## config.mk

```make
export PLATFORM = sky130hd
export DESIGN_NAME = negate_serial
export DESIGN_NICKNAME = d
export VERILOG_FILES = /design/src/rtl/negate_serial.sv
export SDC_FILE = /design/constraint.sdc
export NUM_CORES = 1
export LEC_CHECK = 0
export CAP_MARGIN = 20
export CORE_MARGIN = 2
export CORE_UTILIZATION = 25
export DETAILED_ROUTE_END_ITERATION = 8
export SLEW_MARGIN = 20
export SYNTH_ARGS = -nofsm -noshare
export SYNTH_HDL_FRONTEND = slang
export SYNTH_SLANG_ARGS = --single-unit
```

## constraint.sdc

```tcl
create_clock -name clk -period 1.9 [get_ports clk]
set_input_delay 0.285 -clock clk [delete_from_list [all_inputs] [get_ports clk]]
set_output_delay 0.285 -clock clk [all_outputs]
set_load 0.005 [all_outputs]
```

## src/rtl/negate_serial.sv

```systemverilog
// negate_serial: bit-serial two's-complement negation (-In = ~In + 1).
// The operand is processed LSB-first, one bit per clock. Bits are copied
// up to and including the first 1; every bit after that is inverted.
// Valid/ready handshakes on the input and output sides.
module negate_serial #(
   parameter int WIDTH = 16
) (
   input  logic             clk,
   input  logic             rst,
   input  logic             in_valid,
   output logic             in_ready,
   input  logic [WIDTH-1:0] In,
   output logic [WIDTH-1:0] out,
   output logic             out_valid,
   input  logic             out_ready,
   output logic             ovf,
   output logic             zero
);

   localparam int CW = (WIDTH > 1) ? $clog2(WIDTH) : 1;

   typedef enum logic [1:0] {
      IDLE,
      SHIFT,
      DONE
   } state_t;

   state_t           state;
   logic [WIDTH-1:0] shreg;
   logic [WIDTH-1:0] acc;
   logic [CW-1:0]    cnt;
   logic             seen_one;
   logic             b;
   logic             obit;

   // Current serial bit and its output value under the copy-until-first-one rule
   always_comb begin
      b    = shreg[0];
      obit = seen_one ? ~b : b;
   end

   // Control FSM, serial datapath and registered outputs
   always_ff @(posedge clk or posedge rst) begin
      if (rst) begin
         state     <= IDLE;
         in_ready  <= 1'b1;
         out_valid <= 1'b0;
         out       <= '0;
         ovf       <= 1'b0;
         zero      <= 1'b0;
         shreg     <= '0;
         acc       <= '0;
         cnt       <= '0;
         seen_one  <= 1'b0;
      end else begin
         case (state)
            IDLE: begin
               if (in_valid) begin
                  shreg    <= In;
                  acc      <= '0;
                  cnt      <= '0;
                  seen_one <= 1'b0;
                  in_ready <= 1'b0;
                  state    <= SHIFT;
               end
            end
            SHIFT: begin
               shreg    <= shreg >> 1;
               acc      <= {obit, acc[WIDTH-1:1]};
               seen_one <= seen_one | b;
               if (cnt == CW'(WIDTH - 1)) begin
                  // Last bit: publish the completed accumulator and flags.
                  // ovf means the only 1 seen is the MSB (most-negative value).
                  out       <= {obit, acc[WIDTH-1:1]};
                  zero      <= ~(seen_one | b);
                  ovf       <= ~seen_one & b;
                  out_valid <= 1'b1;
                  state     <= DONE;
               end else begin
                  cnt <= cnt + CW'(1);
               end
            end
            DONE: begin
               if (out_ready) begin
                  out_valid <= 1'b0;
                  in_ready  <= 1'b1;
                  state     <= IDLE;
               end
            end
            default: begin
               out_valid <= 1'b0;
               in_ready  <= 1'b1;
               state     <= IDLE;
            end
         endcase
      end
   end

endmodule

```

### Yosys cells after proc, flatten, opt, wreduce, memory -nomap -nowiden

Cells that the tools add are included.
Widths: inputs -> output; s select.

* add/sub/neg operators: 1
* reduce and logical (&&, ||, !) cells: 8
* shifts and indexed selects: 0
* multipliers: 0
* bitwise logic cells: 7
* multiplexer cells: 19
* div/mod/pow operators: 0
* equal/unequal tests: 7
* $lt $le $gt $ge: 0

Operators by type and width (count)
* $pmux 16 s2: 2
* $mux 16: 2
* $reduce_and 3->1: 4
* $mux 4: 2
* $ne 2x2->1 const B: 4
* $pmux 4 s2: 1
* $mux 2: 3
* $pmux 1 s3: 2
* $pmux 2 s3: 1
* $mux 1: 5
* $not 1->1: 5
* $add 4x1->4 const B: 1
* $eq 4x4->1 const B: 1
* $reduce_and 2->1: 2
* $eq 2x1->1 const B: 1
* $eq 2x2->1 const B: 1
* $logic_not 2->1: 1
* $pmux 1 s2: 1
* $reduce_bool 2->1: 1
* $and 1x1->1: 1
* $or 1x1->1: 1

* latch bits: 0
* memory bits (read-only): 0
* RAM bits: 0
* bits in registers: 59
* output and inout bits: 20
* bits of input ports: 20
* logic and storage cells: 52
* memories kept: 0

### Logic depth before layout (Yosys ltp)

Gate-level depths: netlist (run 1).

* depth after elaboration: 3
* gate-level depth with buffers: 6

### Worst setup path after synthesis (run 1)

Ideal clock, no wire load.

* path type: register to register
* start: reg cnt[0]
* end: reg out[15]
* stages on the path, launching flop included: 7
* period minus slack after synthesis: 1.650 ns
* slack: 0.250 ns
* data arrival time: 1.525 ns
* required time: 1.775 ns
* cells stage by stage: dfrtp_1 -> ha_1 -> and3_1 -> buf_6 -> and2_4 -> buf_6 -> mux2_4

* cells in the longest elaborated chain, start to end: 2

Ends and longest elaborated chain
* from (decl): line 31 `logic [CW-1:0] cnt;`
* from (signal assigned): line 80 `cnt <= cnt + CW'(1);`
* $eq 4x4->1: line 71 `if (cnt == CW'(WIDTH - 1)) begin`
* $reduce_and 2->1 (no line)
* to (signal assigned): line 74 `out <= {obit, acc[WIDTH-1:1]};`
* to (decl): line 13 `output logic [WIDTH-1:0] out,`

No other way between the ends.
A chain may end at the register's enable or synchronous reset.

### Worst setup path after layout (run 1)

* start: reg cnt[0]
* end: reg out[14]

Same word-level chain as after synthesis.

==> results.toml, run 1 <==
[status]
status = "finished clean"

[die]
rows = 36
core-area_mm2 = 0.009684
initial_utilization_pct = 25.44
die_area_mm2 = 0.01066
pin_count = 40
die_height_um = 103.3
die_x_um = 103.3

[critical_path]
critPathKind = "flip-flop to flip-flop"
reg2reg_slack_ns = 0.14
crit_arrival_ns = 1.98
cp_max_fo = 10
critPathRequiredTime_ns = 2.12
r2r-end = "out[14]"
critPathCaptureType = "flip-flop"
timing.rr.start = "cnt[0]"
startpoint_type = "flip-flop"
rr_worst_depth = 4

[cts]
numCtsBuffers = 9
path_clk_slew_ns = 0.07
cts_buffer_depth = 2
cts_root_buf = "clkbuf_8"
clock_latency_ns = 0.34
clock_sinks = 58
ctsHoldBuffers = 0
cts_tree = "yes"
htree_num_levels = 3

[route]
drc = 0
vias = 1524
drt_pass1_iterations = 4
wirelength_um = 4663
vias_per_cell = 4.130
ant_nets = 0
post_drt_wl_per_cell_um = 12.64
drtIter0Drc = 41

[timing]
fmax_mhz = 569.0
setup_viol = 0
holdWs_ns = 0.3321
worstMarginPinSlew_ns = 0.3714
setup_tns_ns = 0
max_slew_margin_pct = 75.24
finalHoldViolCount = 0
rsz0062_at_grt = "no"
fin_crit_sh_pct = 92.50
clock_skew_ns = 0.005088
post-route-min-period_ns = 1.758
slew_viol_final = 0

[synth]
async_reset_ff_share_pct = 100.0
synthCells = 188
syn_area_per_cell_um2 = 13.10
synth-seq-area-share_pct = 58.96
synth_top_area_share_pct = 57.90
ys_ff_latch = 58
yosysWarningCount = 0
syn-cell-area_mm2 = 0.002464
synth-edff-count = 0
synth_fp_nets = 211
synth_area_leaders = "dfrtp_1 (58%), mux2_4 (11%), mux2i_1 (6.1%), a22o_1 (5.7%), nand2_1 (2.9%)"
synth_ff_type = "dfrtp_1"
synth_area_leader_cell = "dfrtp_1"
synth_cell_types = 30

[final_layout]
fillers = 970
multi_input_area_um2 = 934.6
antenna_cells = 0
fin_cells = 369
most-common-layout-cells = "dfrtp_1 (57), clkdlybuf4s50_1 (39), nand2_1 (19)"
drive_above_1_share_pct = 18.64
layout_commonest_cell = "dfrtp_1"
seq_area_mm2 = 0.001453
area_growth_pct = 31.69
nNetsFinal = 254

[place]
dp_cells = 352
port_buffers = 39
dp_hpwl_um = 2933
gp_congestion = 0.7307

[global_routing]
track_usage_pct = 9.333
antenna_found_initial = 0
grt_pass1_wl_um = 7576
grt-ovfl-total = 0
grt_max_degree = 59
grt_pass1_vias = 1547

[power]
power.density_mw_per_mm2 = 1702
p_leak_nw = 1.463
finalPower_mw = 5.520
ir_drop_uv = 476.6

[job]
maxCapViolCount = 0

[worst_hold_path]
hold_path.class = "input pin to asynchronous set/reset pin"
==> power breakdown <==
part	internal [mW]	switching [mW]
clock	0.748	0.529
sequential	1.80	0.387
combinational	1.21	0.850
==> critical path: stages (launching register included) <==
cell     delay, ns
dfrtp_1       0.42
ha_1          0.23
and3_1        0.32
and2_4        0.33
mux2_4        0.33
==> kinds of logic after synthesis <==
kind of cell | count (synthesis) | synth area share (%)
flops | 58 | 58.96
compound gates | 43 | 11.88
simple gates | 35 | 6.653
fa+ha+maj | 3 | 1.524
mux | 33 | 17.06
buf+inv | 16 | 3.910
==> through the flow <==
step | instance area [um2] | util [%] | setup WS, ns
global route | 3244 | 33.50 | 0.02879
finish | 3244 | 33.50 | 0.1424
floorplan | 2464 | - | 0.1887
CTS | 3236 | 33.41 | 0.08806
global placement | 3009 | 31.07 | 0.1778
detailed placement | 3009 | 31.07 | 0.1051
==> synthesized netlist by cell type, types with 2 or more instances <==
cell type and count:
a21oi_1 4, a22o_1 16, buf_2 5, buf_4 2, buf_6 3, clkbuf_1 3
dfrtp_1 57, ha_1 3, inv_1 3, mux2_4 18, mux2i_1 15, nand2_1 19
nand2b_1 2, nand3_1 3, nor2_1 4, nor3_1 2, o21ai_0 12, o21ai_1 5
==> layer usage <==
| metal | vias up | part of all wire (%) | global-route usage (%) |
|---|---|---|---|
| li1 | 756 | - | - |
| met3 | 2 | 6.0 | 4.906 |
| met1 | 728 | 48 | 11.46 |
| met2 | 38 | 46 | 14.64 |
| met4 | 0 | 0.28 | 2.126 |
| met5 | - | 0 | 0 |
==> state kept, by name, summed over array words and instances (netlist names) <==
name,cells
acc,15
cnt,4
in_ready,1
out,16
out_valid,1
ovf,1
seen_one,1
shreg,16
state,2
zero,1
==> how the worst max path moves through the flow <==
stage                     startpoint  endpoint  cells after the start
after floorplan                  rst   acc[10]                      1
after global placement        cnt[0]   out[11]                      4
after detailed placement      cnt[0]    out[3]                      4
after CTS                     cnt[0]   out[14]                      4
after global routing          cnt[0]   out[14]                      4
final                         cnt[0]   out[14]                      4
==> layout make-up <==
class	count	share of cell area (%)
clock buffer	9	3.818
multi-input combinational	115	28.81
sequential	58	44.77
timing repair buffer	44	13.96
inverter	3	0.3471
tap	133	5.129
clock inverter	7	3.162
==> repair_timing <==
| action | 4_1_cts | 5_1_grt |
|---|---|---|
| buffers inserted | 0 | 0 |
| gates resized for setup | 0 | 1 |
| endpoints found under the setup margin | 0 | 18 |
No activity file was read; power rests on OpenSTA's default activity.
==> inputs of run 2 (changes only) <==
- CORE_UTILIZATION: 25 -> 40
==> run 2 against run 1 <==
Critical path depth did not move. Sequential power barely moved. Register-to-register slack got worse by 0.03 ns. Utilization rose by 20 points. Final cell count fell by 16%. Clock skew barely moved. Total power fell by 1.5%. Cell area fell by 2.7%. Non-clock buffer count fell by 1. Count of clock-buffer cells in the layout rose by 2. Global-route usage rose by 5.1 points. Largest cell class unchanged. Largest power group unchanged.
==> results.toml, run 2 (synthesis gave the netlist of run 1 again) <==
[critical_path]
max_stage_delay_ns = 0.42
startpoint_type = "flip-flop"
crit_buf_inv = 0
critPathKind = "flip-flop to flip-flop"
path_delay_family = "simple AND/OR/NAND/NOR gates"
cp_max_fo = 10
crit_path_cell_trace = "ha_1 > and3_1 > and2_2 > mux2_4"
critPathRequiredTime_ns = 2.12
critPathCaptureType = "flip-flop"
slowest_stage = "dfrtp_1"
crit_arrival_ns = 2.00

[final_layout]
drive_above_1_share_pct = 17.87
area_growth_pct = 28.09
most-common-layout-cells = "dfrtp_1 (57), clkdlybuf4s50_1 (39), nand2_1 (19)"
layout_commonest_cell = "dfrtp_1"
antenna_cells = 0
reg_top3 = "out: 16 flops, shreg: 16 flops, acc: 15 flops"
nNetsFinal = 253
fillers = 519

[cts]
ctsHoldBuffers = 0
cts_tree = "yes"
cts_root_buf = "clkbuf_8"
path_clk_slew_ns = 0.06
htree_num_levels = 3
numCtsBuffers = 9
cts_buffer_depth = 2
clock_latency_ns = 0.33
clock_sinks = 58

[die]
initial_utilization_pct = 41.61
core-area_mm2 = 0.005921
die_height_um = 82.48
pin_count = 40
die_area_mm2 = 0.006803
rows = 28
die_x_um = 82.48

[place]
port_buffers = 39
gp_congestion = 0.8083
dp_hpwl_um = 2709

[global_routing]
grt-ovfl-total = 0
track_usage_pct = 14.43
antenna_found_initial = 0
grt_pass1_vias = 1547
grt_max_degree = 51
grt_pass1_wl_um = 7203

[timing]
finalHoldViolCount = 0
clock_skew_ns = 0.005527
post-route-min-period_ns = 1.786
fmax_mhz = 560.0
worstMarginPinSlew_ns = 0.3772
fin_crit_sh_pct = 93.99
slew_viol_final = 0
max_slew_margin_pct = 74.86
setup_viol = 0
setup_tns_ns = 0

[route]
drc = 0
vias_per_cell = 4.948
wirelength_um = 4309
vias = 1534
drt_pass1_iterations = 4
ant_nets = 0
post_drt_wl_per_cell_um = 13.90
drtIter0Drc = 51

[job]
maxCapViolCount = 0

[power]
power.density_mw_per_mm2 = 1723
p_leak_nw = 1.457
ir_drop_uv = 734.5
finalPower_mw = 5.436

[status]
status = "finished clean"

[worst_hold_path]
hold_path.class = "input pin to asynchronous set/reset pin"
run 2: cell types whose count changed in the layout (fill, tap and decap cells not counted):
| cell | previous run | this run |
|---|---|---|
| and2_4 | 2 | 1 |
| clkinv_2 | 0 | 2 |
| clkinv_4 | 3 | 0 |
| inv_6 | 1 | 0 |
| clkbuf_8 | 9 | 10 |
| clkbuf_1 | 0 | 1 |
| and2_2 | 0 | 1 |
| buf_4 | 3 | 2 |
run 2: power breakdown:
group | internal, mW | switching, mW
Sequential | 1.80 | 0.381
Combinational | 1.18 | 0.827
Clock | 0.769 | 0.474
Total | 3.75 | 1.68
run 2: repair_timing:
action	in CTS	in global routing
hold endpoints to repair	0	0
gates resized for setup	0	0
buffers inserted	0	0
endpoints found under the setup margin	0	9
run 2: worst register-to-register path: stages (launching register included):
cell and delay (ns):
dfrtp_1 0.42, ha_1 0.23, and3_1 0.30, and2_2 0.40, mux2_4 0.33
run 2: worst paths after layout:
kind                            from         to  slack (ns)  cells after the start
min in group clk           shreg[14]  shreg[14]        0.48                      2
setup / recovery              cnt[0]    out[15]        0.11                      4
max in group asynchronous        rst   in_ready        1.12                      3
setup reg to reg              cnt[0]    out[15]        0.11                      4
hold reg to reg            shreg[14]  shreg[14]        0.48                      2
hold / removal                   rst    out[11]        0.20                      2
run 2: layout make-up:
| class | count | area [um2] | area share [%] |
|---|---|---|---|
| flip-flops and latches | 58 | 1453 | 46.03 |
| multi-input cells | 115 | 933.4 | 29.58 |
| repair buffers | 43 | 445.4 | 14.12 |
| clock buffers | 11 | 141.4 | 4.481 |
| well taps | 75 | 93.84 | 2.974 |
| clock inverters | 5 | 77.57 | 2.458 |
| inverters | 3 | 11.26 | 0.3569 |
run 2: routing by layer:
metal / part of all wire, % / routed length, um / GRT usage (%)
met1: 48 / 2059 / 17.70
met4: 1.6 / 68 / 6.167
met2: 45 / 1933 / 22.18
met3: 5.8 / 248 / 6.196
met5: 0 / 0 / 0
run 2: metrics by stage:
stage                     cells  hold slack [ns]  utilization (%)  setup WS, ns  cell area [um2]
after global routing        310           0.2045            53.30      -0.01244             3156
final                       310           0.1988            53.30        0.1142             3156
after CTS                   309           0.1935            53.17        0.1185             3148
after detailed placement    293           0.4731            49.47        0.1292             2929
after global placement      293           0.4651            49.47        0.1690             2929
after floorplan             188           0.4175                -        0.1887             2464
